## src/rtl/qspi_slave_rx.sv

```systemverilog
// QSPI slave receiver: serial header (command, length, address) on MOSI,
// optional dummy edges, then multi-lane data packed little-endian into words.
// Everything runs in the QSPI_CLK domain; chip select high is the reset.
module qspi_slave_rx #(
    parameter int CMD_BITS     = 1,
    parameter int LEN_BITS     = 10,
    parameter int ADDR_BITS    = 32,
    parameter int DUMMY_CYCLES = 3,
    parameter int DATA_LANES   = 4,
    parameter int WORD_BYTES   = 2,
    parameter int LEN_LIMIT    = 1
) (
    input  logic                    QSPI_CLK,
    input  logic                    QSPI_CS,
    input  logic                    QSPI_MOSI,
    input  logic                    QSPI_MISO,
    input  logic                    QSPI_WP,
    input  logic                    QSPI_HD,
    output logic [CMD_BITS-1:0]     q_cmd,
    output logic [LEN_BITS-1:0]     q_length,
    output logic [ADDR_BITS-1:0]    q_address,
    output logic                    q_hdr_valid,
    output logic [WORD_BYTES*8-1:0] q_data,
    output logic                    q_data_valid,
    output logic                    q_data_last,
    output logic [LEN_BITS-1:0]     q_word_idx,
    output logic                    q_overrun,
    output logic                    q_active
);

    localparam int         WORD_W         = WORD_BYTES * 8;
    localparam int         BEATS_PER_BYTE = 8 / DATA_LANES;
    localparam int         BEATS_PER_WORD = WORD_BYTES * BEATS_PER_BYTE;
    localparam int         CNT_W          = 8;
    localparam logic [7:0] LANE_MASK      = 8'((1 << DATA_LANES) - 1);

    typedef enum logic [2:0] {S_CMD, S_LEN, S_ADDR, S_DUMMY, S_DATA, S_DONE} state_e;

    state_e                state_q, state_d;
    logic [CNT_W-1:0]      cnt_q, cnt_d;       // edges within a header field / beats within a word
    logic [2:0]            bcnt_q, bcnt_d;     // beats within the current byte
    logic [CMD_BITS-1:0]   cmd_sr_q, cmd_sr_d;
    logic [LEN_BITS-1:0]   len_sr_q, len_sr_d;
    logic [ADDR_BITS-1:0]  addr_sr_q, addr_sr_d;
    logic [CMD_BITS-1:0]   cmd_q, cmd_d;
    logic [LEN_BITS-1:0]   len_q, len_d;
    logic [ADDR_BITS-1:0]  addr_q, addr_d;
    logic                  hdr_valid_q, hdr_valid_d;
    logic [7:0]            byte_q, byte_d;
    logic [WORD_W-1:0]     word_q, word_d;
    logic [WORD_W-1:0]     data_q, data_d;
    logic                  data_valid_q, data_valid_d;
    logic                  last_q, last_d;
    logic [LEN_BITS-1:0]   idx_q, idx_d;       // index the next completed word will carry
    logic [LEN_BITS-1:0]   word_idx_q, word_idx_d;
    logic                  overrun_q, overrun_d;
    logic                  active_q, active_d;

    logic [7:0]            beat_bits;
    logic [7:0]            byte_shift;
    logic [WORD_W-1:0]     word_shift;
    logic [ADDR_BITS-1:0]  addr_shift;

    // Lane sampling and the shifted byte/word candidates for this edge.
    always_comb begin
        beat_bits  = {4'b0000, QSPI_HD, QSPI_WP, QSPI_MISO, QSPI_MOSI} & LANE_MASK;
        byte_shift = (byte_q << DATA_LANES) | beat_bits;
        // Completed bytes enter at the top so the first byte ends up in bits [7:0].
        word_shift = (word_q >> 8) | (WORD_W'(byte_shift) << (WORD_W - 8));
        addr_shift = (addr_sr_q << 1) | ADDR_BITS'(QSPI_MOSI);
    end

    // Next-state and output logic for the header/data sequencer.
    always_comb begin
        // NOTE: every _d starts from a default so no path leaves it unassigned (no latches).
        state_d      = state_q;
        cnt_d        = cnt_q;
        bcnt_d       = bcnt_q;
        cmd_sr_d     = cmd_sr_q;
        len_sr_d     = len_sr_q;
        addr_sr_d    = addr_sr_q;
        cmd_d        = cmd_q;
        len_d        = len_q;
        addr_d       = addr_q;
        hdr_valid_d  = 1'b0;
        byte_d       = byte_q;
        word_d       = word_q;
        data_d       = data_q;
        data_valid_d = 1'b0;
        last_d       = 1'b0;
        idx_d        = idx_q;
        word_idx_d   = word_idx_q;
        overrun_d    = overrun_q;
        active_d     = 1'b1;

        unique case (state_q)
            S_CMD: begin
                cmd_sr_d = (cmd_sr_q << 1) | CMD_BITS'(QSPI_MOSI);
                if (cnt_q == CNT_W'(CMD_BITS - 1)) begin
                    cnt_d   = '0;
                    state_d = S_LEN;
                end else begin
                    cnt_d = cnt_q + CNT_W'(1);
                end
            end
            S_LEN: begin
                len_sr_d = (len_sr_q << 1) | LEN_BITS'(QSPI_MOSI);
                if (cnt_q == CNT_W'(LEN_BITS - 1)) begin
                    cnt_d   = '0;
                    state_d = S_ADDR;
                end else begin
                    cnt_d = cnt_q + CNT_W'(1);
                end
            end
            S_ADDR: begin
                addr_sr_d = addr_shift;
                if (cnt_q == CNT_W'(ADDR_BITS - 1)) begin
                    cnt_d       = '0;
                    cmd_d       = cmd_sr_q;
                    len_d       = len_sr_q;
                    addr_d      = addr_shift;
                    hdr_valid_d = 1'b1;
                    state_d     = (DUMMY_CYCLES == 0) ? S_DATA : S_DUMMY;
                end else begin
                    cnt_d = cnt_q + CNT_W'(1);
                end
            end
            S_DUMMY: begin
                if (cnt_q == CNT_W'(DUMMY_CYCLES - 1)) begin
                    cnt_d   = '0;
                    state_d = S_DATA;
                end else begin
                    cnt_d = cnt_q + CNT_W'(1);
                end
            end
            S_DATA: begin
                byte_d = byte_shift;
                if (bcnt_q == 3'(BEATS_PER_BYTE - 1)) begin
                    bcnt_d = '0;
                    word_d = word_shift;
                end else begin
                    bcnt_d = bcnt_q + 3'd1;
                end
                if (cnt_q == CNT_W'(BEATS_PER_WORD - 1)) begin
                    cnt_d        = '0;
                    data_d       = word_shift;
                    data_valid_d = 1'b1;
                    word_idx_d   = idx_q;
                    idx_d        = idx_q + LEN_BITS'(1);
                    if (LEN_LIMIT != 0 && idx_q == len_q) begin
                        last_d  = 1'b1;
                        state_d = S_DONE;
                    end
                end else begin
                    cnt_d = cnt_q + CNT_W'(1);
                end
            end
            S_DONE: begin
                overrun_d = 1'b1;
            end
            default: state_d = S_CMD;
        endcase
    end

    // State register; CS high discards any partial header or word.
    always_ff @(posedge QSPI_CLK or posedge QSPI_CS) begin
        if (QSPI_CS) begin
            state_q      <= S_CMD;
            cnt_q        <= '0;
            bcnt_q       <= '0;
            cmd_sr_q     <= '0;
            len_sr_q     <= '0;
            addr_sr_q    <= '0;
            cmd_q        <= '0;
            len_q        <= '0;
            addr_q       <= '0;
            hdr_valid_q  <= 1'b0;
            byte_q       <= '0;
            word_q       <= '0;
            data_q       <= '0;
            data_valid_q <= 1'b0;
            last_q       <= 1'b0;
            idx_q        <= '0;
            word_idx_q   <= '0;
            overrun_q    <= 1'b0;
            active_q     <= 1'b0;
        end else begin
            // NOTE: non-blocking assignments so every register samples pre-edge values.
            state_q      <= state_d;
            cnt_q        <= cnt_d;
            bcnt_q       <= bcnt_d;
            cmd_sr_q     <= cmd_sr_d;
            len_sr_q     <= len_sr_d;
            addr_sr_q    <= addr_sr_d;
            cmd_q        <= cmd_d;
            len_q        <= len_d;
            addr_q       <= addr_d;
            hdr_valid_q  <= hdr_valid_d;
            byte_q       <= byte_d;
            word_q       <= word_d;
            data_q       <= data_d;
            data_valid_q <= data_valid_d;
            last_q       <= last_d;
            idx_q        <= idx_d;
            word_idx_q   <= word_idx_d;
            overrun_q    <= overrun_d;
            active_q     <= active_d;
        end
    end

    assign q_cmd        = cmd_q;
    assign q_length     = len_q;
    assign q_address    = addr_q;
    assign q_hdr_valid  = hdr_valid_q;
    assign q_data       = data_q;
    assign q_data_valid = data_valid_q;
    assign q_data_last  = last_q;
    assign q_word_idx   = word_idx_q;
    assign q_overrun    = overrun_q;
    assign q_active     = active_q;

endmodule
```

## config.mk

```make
export PLATFORM = sky130hd
export DESIGN_NAME = qspi_slave_rx
export DESIGN_NICKNAME = d
export VERILOG_FILES = /design/src/rtl/qspi_slave_rx.sv
export SDC_FILE = /design/constraint.sdc
export NUM_CORES = 1
export LEC_CHECK = 0
export ABC_AREA = 1
export BUFFER_PORTS_ARGS = -buffer_cell sky130_fd_sc_hd__clkbuf_2
export CAP_MARGIN = 10
export CORE_ASPECT_RATIO = 1.5
export CORE_MARGIN = 2
export CORE_UTILIZATION = 57
export DETAILED_ROUTE_END_ITERATION = 8
export PLACE_DENSITY_LB_ADDON = 0.25
export SETUP_SLACK_MARGIN = 0.05
export SLEW_MARGIN = 5
export SYNTH_ARGS = -nofsm -noshare
export SYNTH_HDL_FRONTEND = slang
export SYNTH_SLANG_ARGS = --single-unit
```

## constraint.sdc

```tcl
create_clock -name QSPI_CLK -period 7.95 [get_ports QSPI_CLK]
set_input_delay 2.385 -clock QSPI_CLK [delete_from_list [all_inputs] [get_ports QSPI_CLK]]
set_output_delay 2.385 -clock QSPI_CLK [all_outputs]
set_load 0.01 [all_outputs]
```

Yosys cells after proc, flatten, opt, wreduce, memory -nomap -nowiden
Cells that the tools add are included.
- equality and inequality tests: 17
- add/sub/neg operators: 3
- reductions and logical operators: 7
- muxes and demuxes: 21
- bitwise operators: 5
- operators by type and width (kind ; number):
    two-way mux 8 bit ; 5
    one-hot mux 8 bit (5 select lines) ; 1
    bitwise OR 32 x 1 -> 32 bit ; 1
    two-way mux 3 bit ; 7
    one-hot mux 3 bit (6 select lines) ; 1
    == test 8 x 2 -> 1 bit, second input constant ; 2
    bitwise OR 8 x 16 -> 16 bit ; 1
    inequality test 2 bit, second input constant ; 6
    adder 10 x 1 -> 10 bit, second input constant ; 1
    == test 10 bit ; 1
    bitwise OR 10 x 1 -> 10 bit ; 1
    adder 8 x 1 -> 8 bit, second input constant ; 1
    == test 8 x 4 -> 1 bit, second input constant ; 1
    == test 8 x 5 -> 1 bit, second input constant ; 1
    zero test 8 bit ; 1
    bitwise OR 8 x 4 -> 8 bit ; 1
    two-way mux 1 bit ; 7
    AND reduction 7 bit ; 1
    == test 3 x 1 -> 1 bit, second input constant ; 2
    == test 3 x 2 -> 1 bit, second input constant ; 2
    == test 3 bit, second input constant ; 2
    AND reduction 2 bit ; 3
    nonzero test 5 bit ; 1
    adder 3 x 1 -> 3 bit, second input constant ; 1
    2 further kinds ; 2
- logic and storage cells: 72
- output and inout bits: 74
- register bits after elaboration: 160
- bits of input ports: 6

Logic depth before layout (Yosys ltp)
Gate-level depths: netlist of the first run.
- depth after elaboration: 4
- mapped depth: 12
- gate-level depth less buffers: 12

Worst setup path before layout of the first run
No wires, ideal clock.
- kind: reg2out
- from: reg len_q[1] (netlist: q_length[1])
- to: out q_length[1]
- path slack: 5.163 ns
- cell stages (with the launch flop): 1
- required time: 5.565 ns
- arrival time: 0.402 ns
- buffers on the path: 0
- cells stage by stage: dfrtp_1
- RTL lines (item ; line ; source):
    start: declaration ; 46 ; logic [LEN_BITS-1:0] len_q, len_d;
    start signal: assignment ; 196 ; len_q <= len_d;
    end: declaration ; 20 ; output logic [LEN_BITS-1:0] q_length,
No word-level cell between the ends.

==> results.txt, run 1 <==
----------------------------------------------------
[Floorplanning]
  Vertical extent of the die ... 132 um
  Horizontal die dimension ... 89.4 um
  Initial Util ... 0.589
  Core Box Area ... 10600 um2
  DIE AREA ... 11800 um2
  Boundary pin count ... 80
  Number of rows in the core area ... 46

[Global route]
  Vias in the first global route ... 4539
  First-pass GRT wire length ... 20700 um
  GR Overflow Total ... 0
  Total routing resource utilization after global routing ... 0.222
  Maximum number of pins on one net before global-route repair ... 78
  Initial antenna violation count ... 0

[Cells and area]
  Sequential standard cell area ... 3800 um2
  Layout cells sized above 1 ... 0.164
  Final core utilization ... 0.682
  Fill cell count ... 880
  NumNets Final ... 774
  Area taken by multi-input logic gates ... 1940 um2
  Number of antenna cells inserted ... 0
  Growth of design area from synthesis to finish ... 15.9%

[Yosys]
  Synth unique cells ... 25
  Sequential-to-total area share from yosys stat ... 0.610
  Synthesized instance count ... 689
  Number of enable-type register cells in the synthesized netlist ... 0
  Number of warnings reported in the yosys synthesis log ... 0
  Most frequent cell after synthesis ... sky130_fd_sc_hd__nand2_1
  Asr flop ratio synth ... 1.00
  Number of flip-flops and latches in the synthesized netlist ... 152
  Commonest cells in the synthesized netlist ... 214 x sky130_fd_sc_hd__nand2_1, 152 x sky130_fd_sc_hd__dfrtp_1, 78 x sky130_fd_sc_hd__inv_1, 59 x sky130_fd_sc_hd__o21ai_0, 57 x sky130_fd_sc_hd__o21ai_1
  Ys flop type ... sky130_fd_sc_hd__dfrtp_1
  Share of the synthesized area in the top cell type ... 0.610
  Synthesized area per cell ... 9.05 um2
  Mapped Nets ... 700
  Cell types occupying the most area after synthesis ... sky130_fd_sc_hd__dfrtp_1 61%, sky130_fd_sc_hd__nand2_1 13%, sky130_fd_sc_hd__o21ai_0 4.7%
  Post-synthesis cell type with the largest combined area ... sky130_fd_sc_hd__dfrtp_1
  Syn Std Cell Area ... 6230 um2

[Critical path]
  Reg-to-reg critical path endpoint ... q_cmd
  Critical path origin ... QSPI_CS
  Worst path top cell family by delay ... buffers and inverters
  Crit path capture type ... asynchronous set/reset pin
  CP startpoint kind ... primary input
  Worst setup path category ... in2async
  Path depth of the worst reg2reg path ... 10
  Reg-to-reg slack, setup ... 5610 ps
  Required arrival time at the worst endpoint ... 8360 ps
  Library cell contributing the largest single delay on the critical path ... sky130_fd_sc_hd__buf_4
  Critical path cell sequence ... clkbuf_2 > inv_6 > buf_4
  Count of buffering cells on the critical path with inverters included ... 3
  Start of the worst register-to-register path ... cnt_q[0]
  Critical path depth in cells ... 3
  Largest stage delay on the critical path ... 820 ps
  Data arrival time of the critical path ... 3860 ps
  CP Max Fanout ... 77

[STA]
  Final hold slack ... 466 ps
  Final Hold Fails ... 0
  Minimum period implied by the final worst setup slack ... 3450 ps
  Unrepaired setup endpoints after global routing ... false
  Finish-stage setup viols ... 0
  Sum of negative setup slack ... 0 ps
  Peak clock frequency supported by timing ... 0.290 GHz
  Post-Route Skew ... 7.43 ps
  Final worst path period share ... 0.434
  Post-layout worst setup margin ... 4500 ps
  Worst slew margin ... 0.375
  Count of final max-slew check failures ... 0
  Actual transition at the worst max-transition pin ... 937 ps

[Min path]
  Worst Hold Depth ... 2
  Hold Crit Class ... reg2reg
  Hold path endpoint ... q_data[1]
  Worst hold path startpoint ... word_q[9]

[Run status]
  Status ... finished clean

[Placed design]
  Count of buffers from port buffering ... 79
  HPWL Detailed ... 7820 um
  Post-placement worst setup slack ... 3950 ps
  Final GP Congestion ... 0.860

[Clock network]
  H-Tree Level Count ... 4
  Post-CTS sizing ... 0
  Hold-fix buffer count after cts ... 0
  TritonCTS clock tree ... yes
  Clock insertion delay at the later pin of the skew report ... 410 ps
  Total clock buffers created by CTS ... 17
  Count of buffers added by post-CTS timing repair for setup ... 0
  CTS sink count ... 152
  CTS Root Cell ... sky130_fd_sc_hd__clkbuf_16
  Number of buffers on the longest clock path ... 2
  Clock transition at the registers of the reported paths ... 60 ps

[Power]
  Power share of the clock group ... 0.454
  IR drop worst, VDD ... 0.185 mV
  Leakage Power ... 3.80 nW
  Total net switching power ... 0.364 mW
  Comb power frac ... 0.041
  Cell internal pwr ... 1.25 mW
  Power density over the cells ... 224 nW/um2
  Sequential cell fraction of total power ... 0.505
  Net Sw Frac ... 0.225

[Detailed routing]
  Count of antenna-violating nets left after detailed routing ... 0
  Residual DRC ... 0
  TritonRoute pass-1 iters ... 4
  Drt wl/cell ... 12.9 um
  Vias after detailed routing ... 4685
  Number of DRC violations after detailed-routing iteration 0 ... 252
  Number of vias per cell after detailed routing ... 5.09
  Wire length reported by the detailed router ... 11800 um

[Job]
  Max-capacitance violation count ... 0

----------------------------------------------------
[power groups by stage]
stage	Combinational, mW	Sequential (mW)	Clock [mW]
floorplan	0.0379	0.831	0
global placement	0.0656	0.828	0
detailed placement	0.0683	0.829	0
CTS	0.0688	0.815	0.745
global route	0.0785	0.818	0.777
finish	0.0663	0.815	0.734
[worst max-delay path by stage]
stage	end	slack [ps]
4_1_cts	byte_q[2]	4400
3_3_place_gp	q_address[8]	3990
2_1_floorplan	addr_sr_q[0]	1470
5_1_grt	byte_q[2]	4230
6_report	addr_sr_q[13]	4500
3_5_place_dp	q_address[8]	3950
[worst register-to-register path: stages (launching register included)]
cell and delay (ps):
sky130_fd_sc_hd__dfrtp_1 410, sky130_fd_sc_hd__ha_1 250, sky130_fd_sc_hd__nand2_1 80, sky130_fd_sc_hd__clkinv_1 100, sky130_fd_sc_hd__nand2_1 120, sky130_fd_sc_hd__nor2_1 100
sky130_fd_sc_hd__nand2_2 290, sky130_fd_sc_hd__buf_4 590, sky130_fd_sc_hd__inv_2 150, sky130_fd_sc_hd__nand2_1 100, sky130_fd_sc_hd__nand2_1 50
[metrics by stage]
| stage | instances | instance area (um2) | power [mW] |
|---|---|---|---|
| floorplan | 689 | 6230 | 0.869 |
| global placement | 888 | 6680 | 0.893 |
| detailed placement | 888 | 6680 | 0.897 |
| CTS | 920 | 7220 | 1.63 |
| global route | 920 | 7220 | 1.67 |
| finish | 920 | 7220 | 1.62 |
[routing by layer]
metal,routed length (um),GRT usage
met2,5940,0.352
met5,0,0
met3,493,0.0551
met4,302,0.0945
met1,5090,0.287
[sequential cells by signal (all words and copies together) (netlist names), 8 cells and up]
register	cells
q_address	32
addr_sr_q	31
q_data	16
idx_q	10
len_sr_q	10
q_length	10
q_word_idx	10
cnt_q	8
word_q	8
[area by class of cell]
| cell class | count | area share |
|---|---|---|
| sequential | 152 | 0.527 |
| multi-input combinational | 422 | 0.268 |
| clock buffer | 21 | 0.0610 |
| timing repair buffer | 83 | 0.0589 |
| inverter | 87 | 0.0461 |
| tap | 144 | 0.0249 |
| clock inverter | 11 | 0.0142 |
[layout by cell type (no fill, tap or decap), drive strengths merged]
cell and n:
nor3 6, inv 84, xor2 16, xnor2 2, bufinv 1, buf 4, dfrtp 152, a21oi 2
conb 1, nand2 214, nor2 38, nand3 18, o21ai 117, ha 5, clkinv 7, nand4 3
clkinvlp 6, clkbuf 100
[logic make-up (layout without fill, tap and decap cells)]
logic type,count (synthesis),in the layout,share of synthesized area
adders and majority gates,5,5,0.0100
buffers and inverters,115,202,0.0795
DFF,152,152,0.610
xor gates and xnor gates,18,18,0.0253
other,1,1,0.000602
AOI/OAI and AO/OA,119,119,0.0961
and+or+nand+nor,279,279,0.178
Note: power is estimated with default switching activity, not from simulation.
==> inputs of run 2 (changes only) <==
ABC_AREA = 0   (was 1)
CORE_UTILIZATION = 52   (was 57)
clock period = 3.1 ns   (was 7.95 ns; I/O delays follow)
==> results.txt, run 2 <==
----------------------------------------------------
[STA]
  Count of final max-slew check failures ... 0 (unchanged)
  Peak clock frequency supported by timing ... 0.441 GHz
  Final Hold Fails ... 0 (unchanged)
  Finish-stage setup viols ... 0 (unchanged)
  Actual transition at the worst max-transition pin ... 798 ps (was 937 ps)
  Sum of negative setup slack ... 0 ps (unchanged)
  Final worst path period share ... 0.732
  Worst slew margin ... 0.468 (was 0.375)
  Minimum period implied by the final worst setup slack ... 2270 ps
  Post-Route Skew ... 7.26 ps (was 7.43 ps)
  Unrepaired setup endpoints after global routing ... false (unchanged)

[Cells and area]
  Number of flip-flops in the largest register ... 32 (unchanged)
  NumNets Final ... 586 (was 774)
  Layout cells sized above 1 ... 0.296 (was 0.164)
  Number of antenna cells inserted ... 0 (unchanged)
  Growth of design area from synthesis to finish ... 17.8% (was 15.9%)
  Most common cell after layout, fill and taps aside ... sky130_fd_sc_hd__dfrtp_1 (was sky130_fd_sc_hd__nand2_1)
  Leading cell types in the layout, fill and taps excluded ... 152 x sky130_fd_sc_hd__dfrtp_1, 124 x sky130_fd_sc_hd__nand2_1, 79 x sky130_fd_sc_hd__clkbuf_2, 42 x sky130_fd_sc_hd__mux2_1, 37 x sky130_fd_sc_hd__mux2_2 (was 213 x sky130_fd_sc_hd__nand2_1, 152 x sky130_fd_sc_hd__dfrtp_1, 79 x sky130_fd_sc_hd__clkbuf_2, 77 x sky130_fd_sc_hd__inv_1, 59 x sky130_fd_sc_hd__o21ai_0)
  Final instance area ... 7280 um2 (was 7220 um2)

[Clock network]
  H-Tree Level Count ... 4 (unchanged)
  Number of buffers on the longest clock path ... 2 (unchanged)
  Total clock buffers created by CTS ... 17 (unchanged)
  CTS sink count ... 152 (unchanged)
  CTS Root Cell ... sky130_fd_sc_hd__clkbuf_16 (unchanged)
  Clock transition at the registers of the reported paths ... 60 ps (about the same)
  Count of buffers added by post-CTS timing repair for setup ... 0 (unchanged)
  TritonCTS clock tree ... yes (unchanged)
  Post-CTS sizing ... 0 (unchanged)
  Hold-fix buffer count after cts ... 0 (unchanged)
  Clock insertion delay at the later pin of the skew report ... 410 ps (about the same)

[Detailed routing]
  TritonRoute pass-1 iters ... 4 (unchanged)
  Count of antenna-violating nets left after detailed routing ... 0 (unchanged)
  Number of vias per cell after detailed routing ... 5.12 (was 5.09)
  Vias after detailed routing ... 3781 (was 4685)
  Residual DRC ... 0 (unchanged)
  Drt wl/cell ... 14.4 um (was 12.9 um)
  Number of DRC violations after detailed-routing iteration 0 ... 177 (was 252)
  Wire length reported by the detailed router ... 10600 um (was 11800 um)

[Min path]
  Worst hold path startpoint ... len_sr_q[9] (was word_q[9])
  Hold Crit Class ... reg2reg (unchanged)

[Critical path]
  Library cell contributing the largest single delay on the critical path ... sky130_fd_sc_hd__dfrtp_1 (was sky130_fd_sc_hd__buf_4)
  Data arrival time of the critical path ... 2550 ps (was 3860 ps)
  Largest stage delay on the critical path ... 600 ps (was 820 ps)
  Critical path cell sequence ... nor3b_2 > buf_4 > nand4_1 > inv_2 > and3_1 > nand4_1 > xnor2_1 (was clkbuf_2 > inv_6 > buf_4)
  Cell with the most instances on the worst path ... sky130_fd_sc_hd__nand4_1
  Start of the worst register-to-register path ... state_q[2] (was cnt_q[0])
  Crit path capture type ... flip-flop (was asynchronous set/reset pin)
  Worst path top cell family by delay ... simple AND/OR/NAND/NOR gates (was buffers and inverters)
  Critical path origin ... state_q[2] (was QSPI_CS)
  Required arrival time at the worst endpoint ... 3380 ps (was 8360 ps)
  CP Max Fanout ... 31 (was 77)
  CP startpoint kind ... flip-flop (was primary input)
  Count of buffering cells on the critical path with inverters included ... 2 (was 3)
  Worst setup path category ... reg2reg (was in2async)

[Floorplanning]
  Boundary pin count ... 80 (unchanged)
  Horizontal die dimension ... 93 um (was 89.4 um)
  DIE AREA ... 12800 um2 (was 11800 um2)
  Initial Util ... 0.536 (was 0.589)
  Core Box Area ... 11500 um2 (was 10600 um2)
  Vertical extent of the die ... 138 um (was 132 um)
  Number of rows in the core area ... 48 (was 46)

[Global route]
  Initial antenna violation count ... 0 (unchanged)
  Vias in the first global route ... 3932 (was 4539)
  Total routing resource utilization after global routing ... 0.184 (was 0.222)
  First-pass GRT wire length ... 18500 um (was 20700 um)
  Maximum number of pins on one net before global-route repair ... 153 (was 78)
  GR Overflow Total ... 0 (unchanged)

[Yosys]
  Syn Std Cell Area ... 6180 um2 (was 6230 um2)
  Number of flip-flops and latches in the synthesized netlist ... 152 (unchanged)
  Asr flop ratio synth ... 1.00 (unchanged)
  Mapped Nets ... 506 (was 700)
  Post-synthesis cell type with the largest combined area ... sky130_fd_sc_hd__dfrtp_1 (unchanged)
  Number of warnings reported in the yosys synthesis log ... 0 (unchanged)
  Ys flop type ... sky130_fd_sc_hd__dfrtp_1 (unchanged)
  Synthesized instance count ... 495 (was 689)
  Sequential-to-total area share from yosys stat ... 0.616 (was 0.610)
  Cell types occupying the most area after synthesis ... sky130_fd_sc_hd__dfrtp_1 62%, sky130_fd_sc_hd__mux2_1 7.7%, sky130_fd_sc_hd__nand2_1 7.5% (was sky130_fd_sc_hd__dfrtp_1 61%, sky130_fd_sc_hd__nand2_1 13%, sky130_fd_sc_hd__o21ai_0 4.7%)
  Synthesized area per cell ... 12.5 um2 (was 9.05 um2)
  Most frequent cell after synthesis ... sky130_fd_sc_hd__dfrtp_1 (was sky130_fd_sc_hd__nand2_1)
  Synth unique cells ... 45 (was 25)
  Commonest cells in the synthesized netlist ... 152 x sky130_fd_sc_hd__dfrtp_1, 124 x sky130_fd_sc_hd__nand2_1, 42 x sky130_fd_sc_hd__mux2_1, 37 x sky130_fd_sc_hd__mux2_2 (was 214 x sky130_fd_sc_hd__nand2_1, 152 x sky130_fd_sc_hd__dfrtp_1, 78 x sky130_fd_sc_hd__inv_1, 59 x sky130_fd_sc_hd__o21ai_0, 57 x sky130_fd_sc_hd__o21ai_1)
  Share of the synthesized area in the top cell type ... 0.616 (was 0.610)
  Number of enable-type register cells in the synthesized netlist ... 0 (unchanged)

[Job]
  Max-capacitance violation count ... 0 (unchanged)

[Power]
  Net Sw Frac ... 0.213 (was 0.225)
  IR drop worst, VDD ... 0.457 mV (was 0.185 mV)
  Sequential cell fraction of total power ... 0.501 (was 0.505)
  Power density over the cells ... 574 nW/um2 (was 224 nW/um2)
  Total net switching power ... 0.890 mW (was 0.364 mW)
  Power share of the clock group ... 0.461 (was 0.454)
  Cell internal pwr ... 3.29 mW (was 1.25 mW)
  Comb power frac ... 0.039 (was 0.041)
  Leakage Power ... 3.52 nW (was 3.80 nW)

[Run status]
  Status ... finished clean (unchanged)

[Placed design]
  Total cell area at the placement stage ... 6710 um2 (was 6680 um2)
  Final GP Congestion ... 0.842 (was 0.860)
  Count of buffers from port buffering ... 79 (unchanged)
  HPWL Detailed ... 7000 um (was 7820 um)

----------------------------------------------------
==> run 2: worst paths after layout <==
check / to / slack, ps / cells after the start
worst max-delay path: idx_q[8] / 830 / 7
worst min-delay path: q_length[9] / 460 / 2
worst max register to register: idx_q[8] / 830 / 7
worst min register to register: q_length[9] / 460 / 2
max in group asynchronous: q_data[12] / 1780 / 3
min in group asynchronous: q_length[8] / 700 / 3
==> run 2: final cells by class <==
cell class | instances | area (um2)
Clock buffer | 22 | 474
Clock inverter | 10 | 93.8
Fill cell | 942 | 4250
Inverter | 8 | 33.8
Multi-Input combinational cell | 311 | 2220
Sequential cell | 152 | 3800
Tap cell | 150 | 188
Timing Repair Buffer | 85 | 465
==> run 2: metal layers <==
| layer | global-route usage | share of wire | up-vias |
|---|---|---|---|
| li1 | - | - | 1818 |
| met1 | 0.222 | 0.43 | 1870 |
| met2 | 0.312 | 0.52 | 78 |
| met3 | 0.0454 | 0.042 | 15 |
| met4 | 0.0833 | 0.016 | 0 |
| met5 | 0 | 0 | - |
==> run 2: cells by family (layout without fill, tap and decap cells) <==
kind of cell / Yosys count / in the layout / synth area share
flops: 152 / 152 / 0.616
mux: 87 / 87 / 0.163
xor+xnor: 24 / 24 / 0.0340
buf+inv: 32 / 125 / 0.0259
simple gates: 174 / 174 / 0.127
compound gates: 20 / 20 / 0.0237
other cells: 1 / 1 / 0.000607
fa+ha+maj: 5 / 5 / 0.0101
==> run 2: per-stage QoR <==
step                std cells   util  total power, mW  worst slack [ps]  hold WS (ps)
global route              738  0.631             4.35               567           493
detailed placement        706  0.582             2.30               870           449
finish                    738  0.631             4.18               832           455
global placement          706  0.582             2.29               912           444
CTS                       738  0.631             4.24               826           457
floorplan                 495      -             2.23               253           432
==> run 2: power groups by stage <==
stage	Combinational (mW)	Clock (mW)	Sequential, mW
CTS	0.168	1.98	2.09
finish	0.162	1.93	2.09
global route	0.186	2.06	2.10
global placement	0.161	0	2.13
floorplan	0.0924	0	2.13
detailed placement	0.167	0	2.13
==> run 2: worst register-to-register path: cells and delay by family, from the launching register on <==
family,cells,cell delay (ps)
AND/OR/NAND/NOR,4,800
XOR/XNOR,1,160
flip-flops,1,600
buffers and inverters,2,600
